===== src/rtl/edge_regen_pkg.sv =====
// rtl/edge_regen_pkg.sv - shared state encoding, defaults and timer sizing for edge_regenerator
package edge_regen_pkg;

  typedef enum logic [1:0] {
    LOW_IDLE  = 2'd0,
    HIGH_HOLD = 2'd1,
    HIGH_IDLE = 2'd2,
    LOW_HOLD  = 2'd3
  } regen_state_t;

  localparam int MIN_HOLD_DEFAULT = 4;
  localparam int CNT_W_DEFAULT    = 16;

  // Dwell timer only ever holds MIN_HOLD-1 down to 0; keep at least one bit.
  function automatic int timer_width(input int min_hold);
    int w;
    w = $clog2(min_hold);
    return (w < 1) ? 1 : w;
  endfunction

endpackage


===== src/rtl/edge_regenerator_hold_timer.sv =====
// rtl/edge_regenerator_hold_timer.sv - load/decrement dwell counter with zero flag
module hold_timer
  import edge_regen_pkg::*;
#(
  parameter int MIN_HOLD = MIN_HOLD_DEFAULT
) (
  input  logic clk,
  input  logic rst,
  input  logic load,
  output logic zero
);

  localparam int            TW       = timer_width(MIN_HOLD);
  localparam logic [TW-1:0] LOAD_VAL = TW'(MIN_HOLD - 1);

  logic [TW-1:0] count;

  // Load on hold entry, then count down and park at zero.
  always_ff @(posedge clk or posedge rst) begin
    if (rst) begin
      count <= '0;
    end else if (load) begin
      count <= LOAD_VAL;
    end else if (count != '0) begin
      count <= count - TW'(1);
    end
  end

  assign zero = (count == '0);

endmodule


===== src/rtl/edge_regenerator.sv =====
// rtl/edge_regenerator.sv - rebuilds a level from rise/fall pulses with min dwell; EDGE_REGEN_STATS_EN adds transition counters
module edge_regenerator
  import edge_regen_pkg::*;
#(
  parameter int MIN_HOLD = MIN_HOLD_DEFAULT,
  parameter int CNT_W    = CNT_W_DEFAULT
) (
  input  logic             clk,
  input  logic             rst,
  input  logic             rise_req,
  input  logic             fall_req,
  output logic             sig_out,
  output logic             busy,
  output logic             pending,
  output logic             err_pulse
`ifdef EDGE_REGEN_STATS_EN
  ,
  output logic [CNT_W-1:0] rise_count,
  output logic [CNT_W-1:0] fall_count
`endif
);

  regen_state_t state;
  regen_state_t state_nxt;
  logic         pending_nxt;
  logic         timer_load;
  logic         timer_zero;
  logic         both_req;
  logic         rise_only;
  logic         fall_only;
  logic         sig_nxt;
  logic         busy_nxt;

  // A simultaneous rise+fall is an error and neither side is acted on.
  assign both_req  = rise_req & fall_req;
  assign rise_only = rise_req & ~fall_req;
  assign fall_only = fall_req & ~rise_req;

  hold_timer #(
    .MIN_HOLD (MIN_HOLD)
  ) u_hold_timer (
    .clk  (clk),
    .rst  (rst),
    .load (timer_load),
    .zero (timer_zero)
  );

  // Next state, one-deep queue update and timer load.
  always_comb begin
    state_nxt   = state;
    pending_nxt = pending;
    timer_load  = 1'b0;
    case (state)
      LOW_IDLE: begin
        if (rise_only) begin
          state_nxt  = HIGH_HOLD;
          timer_load = 1'b1;
        end
      end
      HIGH_IDLE: begin
        if (fall_only) begin
          state_nxt  = LOW_HOLD;
          timer_load = 1'b1;
        end
      end
      HIGH_HOLD: begin
        if (!timer_zero) begin
          if (fall_only) begin
            pending_nxt = 1'b1;
          end else if (rise_only) begin
            pending_nxt = 1'b0;
          end
        end else if ((pending && !rise_only) || fall_only) begin
          state_nxt   = LOW_HOLD;
          timer_load  = 1'b1;
          pending_nxt = 1'b0;
        end else begin
          state_nxt   = HIGH_IDLE;
          pending_nxt = 1'b0;
        end
      end
      LOW_HOLD: begin
        if (!timer_zero) begin
          if (rise_only) begin
            pending_nxt = 1'b1;
          end else if (fall_only) begin
            pending_nxt = 1'b0;
          end
        end else if ((pending && !fall_only) || rise_only) begin
          state_nxt   = HIGH_HOLD;
          timer_load  = 1'b1;
          pending_nxt = 1'b0;
        end else begin
          state_nxt   = LOW_IDLE;
          pending_nxt = 1'b0;
        end
      end
      default: begin
        state_nxt   = LOW_IDLE;
        pending_nxt = 1'b0;
      end
    endcase
  end

  assign sig_nxt  = (state_nxt == HIGH_HOLD) || (state_nxt == HIGH_IDLE);
  assign busy_nxt = (state_nxt == HIGH_HOLD) || (state_nxt == LOW_HOLD);

  // State and registered outputs, decoded from the next state so sig_out moves one cycle after the request.
  always_ff @(posedge clk or posedge rst) begin
    if (rst) begin
      state     <= LOW_IDLE;
      pending   <= 1'b0;
      sig_out   <= 1'b0;
      busy      <= 1'b0;
      err_pulse <= 1'b0;
    end else begin
      state     <= state_nxt;
      pending   <= pending_nxt;
      sig_out   <= sig_nxt;
      busy      <= busy_nxt;
      err_pulse <= both_req;
    end
  end

`ifdef EDGE_REGEN_STATS_EN
  // Saturating counts of real output transitions only.
  always_ff @(posedge clk or posedge rst) begin
    if (rst) begin
      rise_count <= '0;
      fall_count <= '0;
    end else begin
      if (sig_nxt && !sig_out && (rise_count != '1)) begin
        rise_count <= rise_count + CNT_W'(1);
      end
      if (!sig_nxt && sig_out && (fall_count != '1)) begin
        fall_count <= fall_count + CNT_W'(1);
      end
    end
  end
`endif

endmodule

===== config.mk =====
export PLATFORM = sky130hd
export DESIGN_NAME = edge_regenerator
export DESIGN_NICKNAME = d
export VERILOG_FILES = /design/src/rtl/edge_regen_pkg.sv /design/src/rtl/edge_regenerator_hold_timer.sv /design/src/rtl/edge_regenerator.sv
export SDC_FILE = /design/constraint.sdc
export NUM_CORES = 1
export LEC_CHECK = 0
export ABC_CLOCK_PERIOD_IN_PS = 3800
export BUFFER_PORTS_ARGS = -buffer_cell sky130_fd_sc_hd__clkbuf_2
export CORE_AREA = 2 2 39 41
export DETAILED_ROUTE_END_ITERATION = 6
export DIE_AREA = 0 0 41 43
export GPL_ROUTABILITY_DRIVEN = 0
export GPL_TIMING_DRIVEN = 0
export SLEW_MARGIN = 20
export SYNTH_ARGS = -nofsm -noshare
export SYNTH_HDL_FRONTEND = slang
export SYNTH_SLANG_ARGS = --single-unit
export TNS_END_PERCENT = 100

===== constraint.sdc =====
create_clock -name clk -period 3.8 [get_ports clk]
set_clock_uncertainty 0.1 [all_clocks]
set_input_delay 0.19 -clock clk [delete_from_list [all_inputs] [get_ports clk]]
set_output_delay 0.19 -clock clk [all_outputs]
set_load 0.05 [all_outputs]

; Word level (Yosys, flattened, before mapping)
; Index checks and enable logic that the tools add are counted.
[totals]
reg_bits = 8
in_bits = 4
out_inout_bits = 4
word_cells = 57
[classes]
n_reduce_logical = 14
add_sub_neg = 1
bitwise_logic = 5
n_mux = 23
eq_ne = 8
[op_table]
columns = operator, count
row1 = 2-to-1 mux 1 bit, 14
row2 = 2-to-1 mux 2 bit, 6
row3 = == test 2 bit (second input constant), 4
row4 = inequality test 4 bit (second input constant), 2
row5 = one-hot mux 2 bit (4 select lines), 1
row6 = nonzero test 2 bit, 3
row7 = == test 2 x 1 -> 1 bit (second input constant), 2
row8 = zero test 2 bit, 2
row9 = logical OR 1 bit, 4
row10 = one-hot mux 1 bit (4 select lines), 1
row11 = AND 1 bit, 3
row12 = AND reduction 3 bit, 1
row13 = logical AND 1 bit, 2
row14 = zero test 1 bit, 2
row15 = NOT 1 bit, 2
row16 = one-hot mux 1 bit (2 select lines), 1
row17 = subtractor 2 x 1 -> 2 bit (second input constant), 1

; Depth between registers and ports, before layout
; Gate-level depths: netlist of the first run.
[depth]
depth_word = 10
depth_mapped = 6
ltp_nobuf = 5

; By module
; A second synthesis of the first run with hierarchy kept.
[unflattened]
cells_unflattened = 47
hier_area_um2 = 439.2
[by_module_without_submodules]
columns = mod, cells_per_inst, n_inst, seq_area_each_um2, area_each_um2
row1 = edge_regenerator, 36, 1, 125.1, 330.3
row2 = hold_timer, 11, 1, 50.0, 108.9

; Least setup slack after synthesis of the first run
; Ideal clock, no wire load.
[synth_timing]
path_type = register to register
start = reg state[0]
end = reg pending
stages_incl_launch_ff = 5
synth_period_minus_slack_ns = 1.451
required_ns = 3.612
t_arrival_ns = 1.263
setup_slack_ns = 2.349
setup_ns = 0.088
n_path_buf = 0
path_cell_list = dfrtp_1 -> inv_2 -> o311ai_2 -> o21ai_1 -> o22ai_1
[synth_via]
elab_chain_len = 3
elab_cells_between_ends = 7
classes_between = 4 x eq/ne / 1 x mux / 2 x reduce/logical
[synth_lines]
columns = item, line_no
row1 = from (decl), edge_regenerator.sv:23  ; regen_state_t state;
row2 = from (signal assigned), edge_regenerator.sv:117  ; state <= state_nxt;
row3 = == test 2 x 1 -> 1 bit / == test 2 bit (equally long branches), edge_regenerator.sv:53  ; case (state)
row4 = inequality test 4 bit (no line) / nonzero test 2 bit (equally long branches), --
row5 = AND reduction 3 bit (no line), --
row6 = to (signal assigned), edge_regenerator.sv:118  ; pending <= pending_nxt;
row7 = to (decl), edge_regenerator.sv:14  ; output logic pending,
; Several ways; a longest one is shown, not always the timed one.
; A chain may end at the register's enable or synchronous reset.

; Final worst setup path of the first run
[layout_timing]
start = reg u_hold_timer.count[0]
end = reg sig_out
[layout_via]
elab_chain_len = 5
elab_cells_between_ends = 7
classes_between = 2 x eq/ne / 3 x mux / 2 x reduce/logical
[layout_lines]
columns = item, line_no
row1 = from (decl), edge_regenerator_hold_timer.sv:16  ; logic [TW-1:0] count;
row2 = from (signal assigned), edge_regenerator_hold_timer.sv:25  ; count <= count - TW'(1);
row3 = zero test 2 bit *, edge_regenerator_hold_timer.sv:29  ; assign zero = (count == '0);
row4 = "2-to-1 mux 2 bit, on equally long branches", "edge_regenerator.sv:83, edge_regenerator.sv:67"
row5 = one-hot mux 2 bit (4 select lines) *, edge_regenerator.sv:53
row6 = == test 2 x 1 -> 1 bit / == test 2 bit (equally long branches), edge_regenerator.sv:105  ; assign sig_nxt = (state_nxt == HIGH_HOLD) || (state_nxt == HIGH_IDLE);
row7 = logical OR 1 bit *, edge_regenerator.sv:105
row8 = named net sig_nxt, edge_regenerator.sv:31  ; logic sig_nxt;
row9 = to (signal assigned), edge_regenerator.sv:119  ; sig_out <= sig_nxt;
row10 = to (decl), edge_regenerator.sv:12  ; output logic sig_out,
; Mark *: on every way through the listed nets, which the timed path passes. The rest lies on a longest branch.

==> results of run 1 <==
worst paths after layout:
| path | start | endpoint | slack (ps) | cells after the start |
|---|---|---|---|---|
| max in group asynchronous | rst | u_hold_timer.count[0]$_DFFE_PP0P_ | 3100 | 3 |
| worst max-delay path | u_hold_timer.count[0]$_DFFE_PP0P_ | sig_out$_DFF_PP0_ | 2380 | 6 |
| min in group asynchronous | rst | sig_out$_DFF_PP0_ | 300 | 3 |
| worst min register to register | u_hold_timer.count[1]$_DFFE_PP0P_ | u_hold_timer.count[1]$_DFFE_PP0P_ | 410 | 2 |
| worst min-delay path | rise_req | sig_out$_DFF_PP0_ | 120 | 3 |
| worst max register to register | u_hold_timer.count[0]$_DFFE_PP0P_ | sig_out$_DFF_PP0_ | 2380 | 6 |
layout make-up:
cell class                 instances  area share
buffer                             3      0.0303
tap                               16      0.0404
clock buffer                       4      0.0530
inverter                           6      0.0455
multi-input combinational         30       0.386
timing repair buffer               8      0.0909
sequential                         7       0.354
where the power goes:
part | internal [W] | switching [W]
sequential | 0.000110 | 0.0000286
combinational | 0.0000817 | 0.000165
clock | 0.0000400 | 0.0000263
total | 0.000232 | 0.000220
per-stage QoR:
step,hold slack (ps),total power (W)
floorplan,-107,0.000330
global placement,6.68,0.000375
detailed placement,7.92,0.000382
CTS,118,0.000453
global route,158,0.000489
finish,125,0.000451
per-layer routing:
layer | part of all wire | global-route usage | routed length (µm)
met5 | 0 | 0 | 0
met3 | 0.014 | 0.0314 | 11
met1 | 0.47 | 0.152 | 379
met4 | 0 | 0.120 | 0
met2 | 0.51 | 0.163 | 414
what timing repair did:
item                                    in CTS  in global routing
hold buffers                                 1                  0
endpoints found under the setup margin       0                  0
endpoints found under the hold margin        7                  0
state kept, by name, summed over array words and instances (netlist names):
| name | flops |
|---|---|
| sig_out | 1 |
| pending | 1 |
| u_hold_timer.count | 2 |
| state | 2 |
| err_pulse | 1 |
cells by family after synthesis:
logic type / synth area share
AO/OA/AOI/OAI: 0.245
flip-flops: 0.433
XOR/XNOR: 0.0434
adder cells (fa/ha/maj): 0.0310
AND/OR/NAND/NOR: 0.155
buffers and inverters: 0.0929
worst max-delay path: stages, from the launching register on:
cell	delay, ps
sky130_fd_sc_hd__dfrtp_1	380
sky130_fd_sc_hd__inv_1	60
sky130_fd_sc_hd__ha_1	130
sky130_fd_sc_hd__buf_2	200
sky130_fd_sc_hd__nor2_1	80
sky130_fd_sc_hd__o32ai_1	260
sky130_fd_sc_hd__a21oi_1	80
cells in the mapped netlist:
master	count
sky130_fd_sc_hd__dfrtp_1	7
sky130_fd_sc_hd__nand2_1	6
sky130_fd_sc_hd__inv_1	5
sky130_fd_sc_hd__a21oi_1	2
sky130_fd_sc_hd__buf_2	2
sky130_fd_sc_hd__nand3_1	2
sky130_fd_sc_hd__o211ai_1	2
sky130_fd_sc_hd__o21ai_0	2
sky130_fd_sc_hd__o21ai_1	2
sky130_fd_sc_hd__o22ai_1	2
sky130_fd_sc_hd__a21boi_1	1
sky130_fd_sc_hd__and2_1	1
sky130_fd_sc_hd__clkbuf_2	1
sky130_fd_sc_hd__ha_1	1
sky130_fd_sc_hd__inv_2	1
sky130_fd_sc_hd__nand2b_1	1
sky130_fd_sc_hd__nand3b_1	1
sky130_fd_sc_hd__nand4_1	1
sky130_fd_sc_hd__nor2_1	1
sky130_fd_sc_hd__o2111ai_1	1
sky130_fd_sc_hd__o311ai_2	1
sky130_fd_sc_hd__o32ai_1	1
sky130_fd_sc_hd__xnor2_1	1
sky130_fd_sc_hd__xor2_1	1
==> flow_summary_export.csv, run 1 <==
group,metric,value,unit
timing,report.final.hold_viol_count,0,
clock_tree,ctsRootBufferMaster,"sky130_fd_sc_hd__clkbuf_4",
final_layout,finalInstanceArea,495,µm²
synth,post_synthesis_net_count,51,
setup_path,worst-path-max-fanout,10,
final_layout,most_frequent_standard_cell_in_the_layout_excluding_fill_and_tap_cells,"sky130_fd_sc_hd__clkbuf_2",
power,p_per_area,911,mW/mm²
synth,syn_area,404,µm²
die,die_extent_in_x,41,µm
clock_tree,cts_tree,"built",
timing,worstMarginPinSlew,279,ps
clock_tree,numCtsBuffers,3,
placement,port_buffers,7,
clock_tree,clk_pin_slew_worst_setup_hold_paths,50,ps
global_route,grt_first_pass_wirelength,1430,µm
final_layout,final_core_util,0.358,
clock_tree,count_of_h_tree_levels_built_during_cts,1,
route,detail_route.iter0.violations,7,
placement,placedCellCount,69,
die,boundaryPins,8,
synth,synth_top_cell_area_share,0.433,
synth,postSynthRegisterBits,7,
global_route,grt_remaining_overflow,0,
die,initial_utilization,0.292,
final_layout,n_antenna_cell,0,
die,fp.coreArea,0.00138,mm²
synth,post_synthesis_area_per_instance,8.79,µm²
final_layout,commonest_cells_after_routing_fill_and_taps_aside,"sky130_fd_sc_hd__clkbuf_2, sky130_fd_sc_hd__dfrtp_1, sky130_fd_sc_hd__nand2_1",
final_layout,area.growth.synth_to_final,22.6,%
synth,post_synth_main_area_contributors,"sky130_fd_sc_hd__dfrtp_1, sky130_fd_sc_hd__nand2_1, sky130_fd_sc_hd__inv_1",
global_route,via_count_of_the_first_global_routing_pass,356,
synth,synth_cell_type_count,24,
final_layout,drive_gt1_frac,0.259,
setup_path,worst_setup_path_start_kind,"flop",
route,drc,0,
worst_hold_path,worst_hold_path_type,"in2reg",
synth,synth.yosys.seq_area_share,0.433,
placement,detailedPlace.worstSlack,2430,ps
route,routedWlPerCell,10.9,µm
timing,unrepaired_setup_endpoints_after_global_routing,"no",
synth,synth_warnings,0,
clock_tree,clock_network_latency_to_the_later_pin_of_the_worst_skew_pair,250,ps
clock_tree,cts_resized,0,
synth,count_of_mapped_cells_out_of_synthesis,46,
placement,placed_area,459,µm²
timing,fin_worst_setup_slack,2380,ps
setup_path,crit_type,"reg2reg",
setup_path,critPathCaptureType,"flop",
global_route,gr-usage-all-layers,0.123,
timing,setup_total_negative_slack,0,ps
final_layout,seqCellArea,175,µm²
die,die_area,0.00176,mm²
clock_tree,cts.path.max_buffers,2,
synth,synth.largest_area_cell,"sky130_fd_sc_hd__dfrtp_1",
route,post_drt_via_cell_ratio,4.81,
die,core.rowCount,14,
global_route,grt_start_max_net_pins,11,
clock_tree,clock_sinks,7,
route,dr_total_vias,356,
global_route,grt_antenna_before_repair,0,
timing,slew_headroom,0.815,
final_layout,multi_input_area,191,µm²
final_layout,layout.nets,64,
flow_run,max-cap-violations,0,
final_layout,fillers,143,
outcome,outcome,"finished, final reports clean",
power,power.ir.vdd_worst,0.000349,V
power,power_leakage,0.236,nW
route,routed_antenna_nets,0,
timing,drv_slew,0,
final_layout,stdcell_count,74,
timing,layout_min_cycle_time,1420,ps
route,drt-pass1-iter-count,2,
clock_tree,cts_post_setup_buffers_inserted,0,
timing,min_period_over_period,0.373,
timing,fmaxAchievable,0.705,GHz
setup_path,data_arrival_time_of_the_critical_path,1440,ps
die,fp.dieH,43,µm
route,route.final.wire_length,805,µm
timing,setup_viol,0,
setup_path,crit_required,3820,ps
Note: power is estimated with default switching activity, not from simulation.
==> inputs of run 2 (changes only) <==
--- a/config.mk
+++ b/config.mk
@@ -5,7 +5,7 @@
 export SDC_FILE = /design/constraint.sdc
 export NUM_CORES = 1
 export LEC_CHECK = 0
-export ABC_CLOCK_PERIOD_IN_PS = 3800
+export ABC_CLOCK_PERIOD_IN_PS = 1300
 export BUFFER_PORTS_ARGS = -buffer_cell sky130_fd_sc_hd__clkbuf_2
 export CORE_AREA = 2 2 39 41
 export DETAILED_ROUTE_END_ITERATION = 6
==> constraint.sdc (replaced) <==
create_clock -name clk -period 1.3 [get_ports clk]
set_clock_uncertainty 0.1 [all_clocks]
set_input_delay 0.065 -clock clk [delete_from_list [all_inputs] [get_ports clk]]
set_output_delay 0.065 -clock clk [all_outputs]
set_load 0.05 [all_outputs]
==> run 2 against run 1 <==
Effect of this change:
- global-route usage is 0.089 points lower
- largest cell class unchanged
- clock-buffer cell count stayed put
- register-to-register slack worse by 2400 ps
- maximum frequency is 11% higher
- critical endpoint unchanged
- highest routed layer is now met4
- die area stayed put
==> flow_summary_export.csv, run 2 (synthesized netlist as in run 1, its figures left out) <==
group,metric,value,unit
outcome,outcome,"finished, final reports clean",
setup_path,crit_required,1320,ps
final_layout,area.growth.synth_to_final,39.0,%
route,routed_antenna_nets,0,
placement,placed_area,462,µm²
setup_path,data_arrival_time_of_the_critical_path,1300,ps
final_layout,drive_gt1_frac,0.397,
timing,drv_slew,0,
setup_path,crit_path_max_incr_delay,380,ps
setup_path,timing.critical_path.slowest_stage_cell,"sky130_fd_sc_hd__dfrtp_1",
clock_tree,cts.path.max_buffers,2,
route,dr_total_vias,390,
setup_path,worst_setup_path_start_kind,"flop",
power,power.switching,0.000709,W
global_route,grt_antenna_before_repair,0,
final_layout,most_frequent_standard_cell_in_the_layout_excluding_fill_and_tap_cells,"sky130_fd_sc_hd__clkbuf_2",
die,fp.dieH,43,µm
power,sw_frac_of_total,0.470,
flow_run,max-cap-violations,0,
clock_tree,ctsRootBufferMaster,"sky130_fd_sc_hd__clkbuf_4",
worst_hold_path,hold_end,"err_pulse$_DFF_PP0_",
power,internal_power,0.000801,W
worst_hold_path,worst_hold_path_type,"in2reg",
timing,layout_min_cycle_time,1280,ps
final_layout,layout.nets,69,
setup_path,r2r.worst_path.cells,6,
die,die_area,0.00176,mm²
route,drt-pass1-iter-count,3,
setup_path,rrSetupSlack,20,ps
timing,setup_viol,0,
final_layout,n_antenna_cell,0,
final_layout,finalInstanceArea,562,µm²
die,core.rowCount,14,
power,pwr-share-seq,0.276,
timing,setup_total_negative_slack,0,ps
route,drc,0,
worst_hold_path,hold_path.startpoint,"fall_req",
timing,fmaxAchievable,0.782,GHz
power,design_power_total,0.00151,W
setup_path,worstPathCellList,"inv_2, ha_4, buf_6, nor2_1, o32ai_2, a21oi_1",
global_route,gr-usage-all-layers,0.123,
setup_path,r2r-end,"sig_out$_DFF_PP0_",
timing,min_period_over_period,0.984,
final_layout,fillers,143,
die,die_extent_in_x,41,µm
timing,report.final.hold_viol_count,0,
die,fp.coreArea,0.00138,mm²
final_layout,reg.largest.list,"state (2), u_hold_timer.count (2)",
setup_path,crit_type,"reg2reg",
setup_path,r2r-start,"u_hold_timer.count[0]$_DFFE_PP0P_",
clock_tree,numCtsBuffers,3,
final_layout,commonest_cells_after_routing_fill_and_taps_aside,"sky130_fd_sc_hd__clkbuf_2, sky130_fd_sc_hd__nand2_1, sky130_fd_sc_hd__dfrtp_1",
route,route.final.wire_length,978,µm
route,routedWlPerCell,12.4,µm
power,power.ir.vdd_worst,0.000925,V
clock_tree,cts_tree,"built",
global_route,grt_remaining_overflow,0,
clock_tree,count_of_h_tree_levels_built_during_cts,1,
clock_tree,clock_network_latency_to_the_later_pin_of_the_worst_skew_pair,250,ps
global_route,via_count_of_the_first_global_routing_pass,320,
power,clkPwrFrac,0.130,
placement,port_buffers,7,
route,detail_route.iter0.violations,7,
global_route,grt_start_max_net_pins,11,
clock_tree,clock_sinks,7,
placement,place_hpwl,553,µm
timing,worstMarginPinSlew,276,ps
power,power_leakage,0.259,nW
timing,hold-worst-slack,47.6,ps
global_route,grt_first_pass_wirelength,1370,µm
timing,slew_headroom,0.817,
power,p_per_area,2690,mW/mm²
setup_path,worst-path-max-fanout,5,
clock_tree,clk_pin_slew_worst_setup_hold_paths,50,ps
power,comb_power_share,0.594,
route,post_drt_via_cell_ratio,4.94,
worst_hold_path,worst_hold_path.num_cells,2,
die,initial_utilization,0.292,
setup_path,critPathCaptureType,"flop",
die,boundaryPins,8,
## run 2: how the worst max path moves through the flow
stage	startpoint	end	slack [ps]	cells after the start
2_1_floorplan	state[0]$_DFF_PP0_	pending$_DFFE_PP0P_	30	4
3_3_place_gp	u_hold_timer.count[0]$_DFFE_PP0P_	sig_out$_DFF_PP0_	-40	6
3_5_place_dp	u_hold_timer.count[0]$_DFFE_PP0P_	sig_out$_DFF_PP0_	-40	6
4_1_cts	u_hold_timer.count[1]$_DFFE_PP0P_	sig_out$_DFF_PP0_	10	6
5_1_grt	u_hold_timer.count[0]$_DFFE_PP0P_	sig_out$_DFF_PP0_	-30	6
6_report	u_hold_timer.count[0]$_DFFE_PP0P_	sig_out$_DFF_PP0_	20	6
## run 2: per-stage QoR
stage / worst slack (ps) / util / cells
CTS: 10.7 / 0.374 / 76
detailed placement: -43.5 / 0.334 / 69
global placement: -36.3 / 0.334 / 69
global route: -31.2 / 0.406 / 79
finish: 20.9 / 0.406 / 79
floorplan: 29.2 / - / 46
## run 2: power by group through the flow
stage	Clock (W)	Sequential, W	Combinational (W)
floorplan	0	0.000573	0.000398
global placement	0	0.000412	0.000695
detailed placement	0	0.000415	0.000700
CTS	0.000204	0.000408	0.000743
global route	0.000226	0.000425	0.000981
finish	0.000196	0.000417	0.000897
## run 2: critical path: cells and delay by family (launching register included)
family | cells | cell delay [ps]
DFF | 1 | 380
AOI/OAI and AO/OA | 2 | 290
buffers and inverters | 2 | 180
and+or+nand+nor | 1 | 60
adders and majority gates | 1 | 140
## run 2: layer usage
metal  track usage  part of all wire  vias up
met1         0.172              0.44      190
li1              -                 -      194
met5             0                 0        -
met2         0.131              0.52        4
met3        0.0314             0.012        2
met4         0.140             0.026        0
## run 2: cell type report
class                           count  area, µm²  share of cell area
Sequential cell                     7        178               0.316
Buffer                              3       21.3              0.0379
Inverter                            6       22.5              0.0401
Multi-Input combinational cell     30        211               0.376
Timing Repair Buffer               13       82.6               0.147
Tap cell                           16       20.0              0.0356
Clock buffer                        4       26.3              0.0468
## run 2: repair_timing
item,4_1_cts,5_1_grt
hold endpoints to repair,8,0
setup buffers,1,2
gates cloned,0,1
hold buffers,2,0
setup endpoints to repair,1,2
pin swaps,0,1
resized for setup,1,6
==> inputs of run 3 (changes only) <==
--- a/config.mk
+++ b/config.mk
@@ -5,13 +5,14 @@
 export SDC_FILE = /design/constraint.sdc
 export NUM_CORES = 1
 export LEC_CHECK = 0
-export ABC_CLOCK_PERIOD_IN_PS = 1300
+export ABC_CLOCK_PERIOD_IN_PS = 1150
 export BUFFER_PORTS_ARGS = -buffer_cell sky130_fd_sc_hd__clkbuf_2
 export CORE_AREA = 2 2 39 41
 export DETAILED_ROUTE_END_ITERATION = 6
 export DIE_AREA = 0 0 41 43
 export GPL_ROUTABILITY_DRIVEN = 0
 export GPL_TIMING_DRIVEN = 0
+export REMOVE_ABC_BUFFERS = 1
 export SLEW_MARGIN = 20
 export SYNTH_ARGS = -nofsm -noshare
 export SYNTH_HDL_FRONTEND = slang
==> constraint.sdc (replaced) <==
create_clock -name clk -period 1.15 [get_ports clk]
set_clock_uncertainty 0.1 [all_clocks]
set_input_delay 0.0575 -clock clk [delete_from_list [all_inputs] [get_ports clk]]
set_output_delay 0.0575 -clock clk [all_outputs]
set_load 0.05 [all_outputs]
==> run 3 against run 2 <==
Effect of this change:
- cell area is 0.89% lower
- via count is 3.1% lower
- highest routed layer unchanged
- register-to-register slack worse by 50 ps
- global-route usage is 1.2 points lower
- the flow now finishes with violations (negative setup slack)
==> flow_summary_export.csv, run 3 (synthesized netlist as in run 1, its figures left out) <==
group,metric,value,unit
placement,detailedPlace.worstSlack,-235,ps
route,detail_route.iter0.violations,9,
global_route,grt_remaining_overflow,0,
setup_path,cp_num_cells,5,
setup_path,timing.critical_path.slowest_stage_cell,"sky130_fd_sc_hd__dfrtp_2",
setup_path,data_arrival_time_of_the_critical_path,1210,ps
die,die_extent_in_x,41,µm
setup_path,crit_type,"reg2reg",
setup_path,timing.critical_path.from,"state[1]$_DFF_PP0_",
route,post_drt_via_cell_ratio,4.91,
clock_tree,ctsRootBufferMaster,"sky130_fd_sc_hd__clkbuf_4",
clock_tree,clock_network_latency_to_the_later_pin_of_the_worst_skew_pair,250,ps
timing,worstMarginPinSlew,276,ps
die,core.rowCount,14,
flow_run,max-cap-violations,0,
die,fp.coreArea,0.00138,mm²
final_layout,most_frequent_standard_cell_in_the_layout_excluding_fill_and_tap_cells,"sky130_fd_sc_hd__clkbuf_2",
die,initial_utilization,0.292,
final_layout,commonest_cells_after_routing_fill_and_taps_aside,"sky130_fd_sc_hd__clkbuf_2, sky130_fd_sc_hd__nand2_1, sky130_fd_sc_hd__dfrtp_1, sky130_fd_sc_hd__buf_4",
die,die_area,0.00176,mm²
power,p_per_area,3110,mW/mm²
clock_tree,clock_sinks,7,
timing,setup_total_negative_slack,-52.0,ps
route,route.final.wire_length,869,µm
outcome,outcome,"finished, violations left",
timing,fin_worst_setup_slack,-28.2,ps
final_layout,final_core_util,0.402,
final_layout,drive_gt1_frac,0.426,
route,routedWlPerCell,11.3,µm
setup_path,crit_path_max_incr_delay,460,ps
final_layout,layout.nets,67,
setup_path,worst_path_dominant_cell_family,"flip-flops",
power,power.ir.vdd_worst,0.00103,V
global_route,grt_first_pass_wirelength,1250,µm
setup_path,r2r.worst_path.cells,5,
placement,port_buffers,7,
final_layout,area.growth.synth_to_final,37.8,%
final_layout,reg.largest.list,"state (2), u_hold_timer.count (2)",
setup_path,rrSetupSlack,-30,ps
global_route,via_count_of_the_first_global_routing_pass,288,
timing,layout_min_cycle_time,1180,ps
timing,setup_viol,2,
global_route,grt_antenna_before_repair,0,
setup_path,critPathCaptureType,"flop",
setup_path,worst_setup_path_start_kind,"flop",
setup_path,worstPathCellList,"buf_4, nand3_1, o21ai_0, o21ai_1, o22ai_1",
global_route,grt_start_max_net_pins,12,
timing,report.final.hold_viol_count,0,
setup_path,crit_required,1180,ps
clock_tree,numCtsBuffers,3,
route,dr_total_vias,378,
placement,place_hpwl,578,µm
clock_tree,clk_pin_slew_worst_setup_hold_paths,50,ps
timing,unrepaired_setup_endpoints_after_global_routing,"yes",
clock_tree,cts.path.max_buffers,2,
route,drt-pass1-iter-count,2,
outcome,violations,"negative setup slack",
setup_path,cp_num_buf_inv,1,
global_route,gr-usage-all-layers,0.111,
setup_path,worst-path-max-fanout,8,
power,power_leakage,0.252,nW
timing,drv_slew,0,
route,drc,0,
die,boundaryPins,8,
worst_hold_path,worst_hold_path_type,"in2reg",
setup_path,r2r-end,"pending$_DFFE_PP0P_",
clock_tree,cts_tree,"built",
timing,hold-worst-slack,33.0,ps
setup_path,endpoint,"pending$_DFFE_PP0P_",
setup_path,r2r-start,"state[1]$_DFF_PP0_",
timing,fmaxAchievable,0.849,GHz
route,routed_antenna_nets,0,
clock_tree,count_of_h_tree_levels_built_during_cts,1,
final_layout,n_antenna_cell,0,
die,fp.dieH,43,µm
timing,slew_headroom,0.817,
timing,min_period_over_period,1.02,
## run 3: metrics by stage
| stage | std cells | area (µm²) | power (W) |
|---|---|---|---|
| 6_report | 77 | 557 | 0.00173 |
| 5_1_grt | 77 | 557 | 0.00186 |
| 4_1_cts | 74 | 517 | 0.00160 |
| 3_5_place_dp | 66 | 444 | 0.00123 |
| 3_3_place_gp | 66 | 444 | 0.00122 |
| 2_1_floorplan | 43 | 389 | 0.00107 |
## run 3: cell type report
class / instances / area [µm²]
fill: 141 / 827
multi-input combinational: 30 / 216
sequential: 7 / 178
timing repair buffer: 14 / 93.8
clock buffer: 4 / 26.3
inverter: 6 / 22.5
tap: 16 / 20.0
## run 3: how the worst min path moves through the flow
stage	slack (ps)	depth (start not counted)	end	from
after CTS	30	2	err_pulse$_DFF_PP0_	fall_req
final	30	2	err_pulse$_DFF_PP0_	fall_req
after global routing	50	2	err_pulse$_DFF_PP0_	fall_req
after floorplan	-240	1	err_pulse$_DFF_PP0_	rst
after detailed placement	-120	2	err_pulse$_DFF_PP0_	rst
after global placement	-130	2	err_pulse$_DFF_PP0_	rst
## run 3: routing by layer
| metal | routed length (µm) | track usage | vias to the layer above |
|---|---|---|---|
| li1 | - | - | 190 |
| met1 | 415 | 0.132 | 179 |
| met2 | 409 | 0.150 | 5 |
| met3 | 11 | 0.0157 | 4 |
| met4 | 34 | 0.120 | 0 |
| met5 | 0 | 0 | - |
## run 3: power by group
part	internal [W]	switching, W	total (W)
registers	0.000372	0.000120	0.000493
clock network	0.000133	0.0000937	0.000226
logic	0.000434	0.000581	0.00102
total	0.000939	0.000795	0.00173
## run 3: worst reg2reg max path: cells and delay by family, from the launching register on
| kind | cells | cell delay (ps) |
|---|---|---|
| DFF | 1 | 460 |
| AOI/OAI and AO/OA | 3 | 280 |
| buffers and inverters | 1 | 150 |
| and+or+nand+nor | 1 | 60 |
## run 3: what timing repair did
item                                    4_1_cts  5_1_grt
endpoints found under the setup margin        7        7
resized for setup                             5        5
endpoints found under the hold margin         7        0
hold buffers                                  1        0
setup buffers                                 3        3
pin swaps                                     1        4
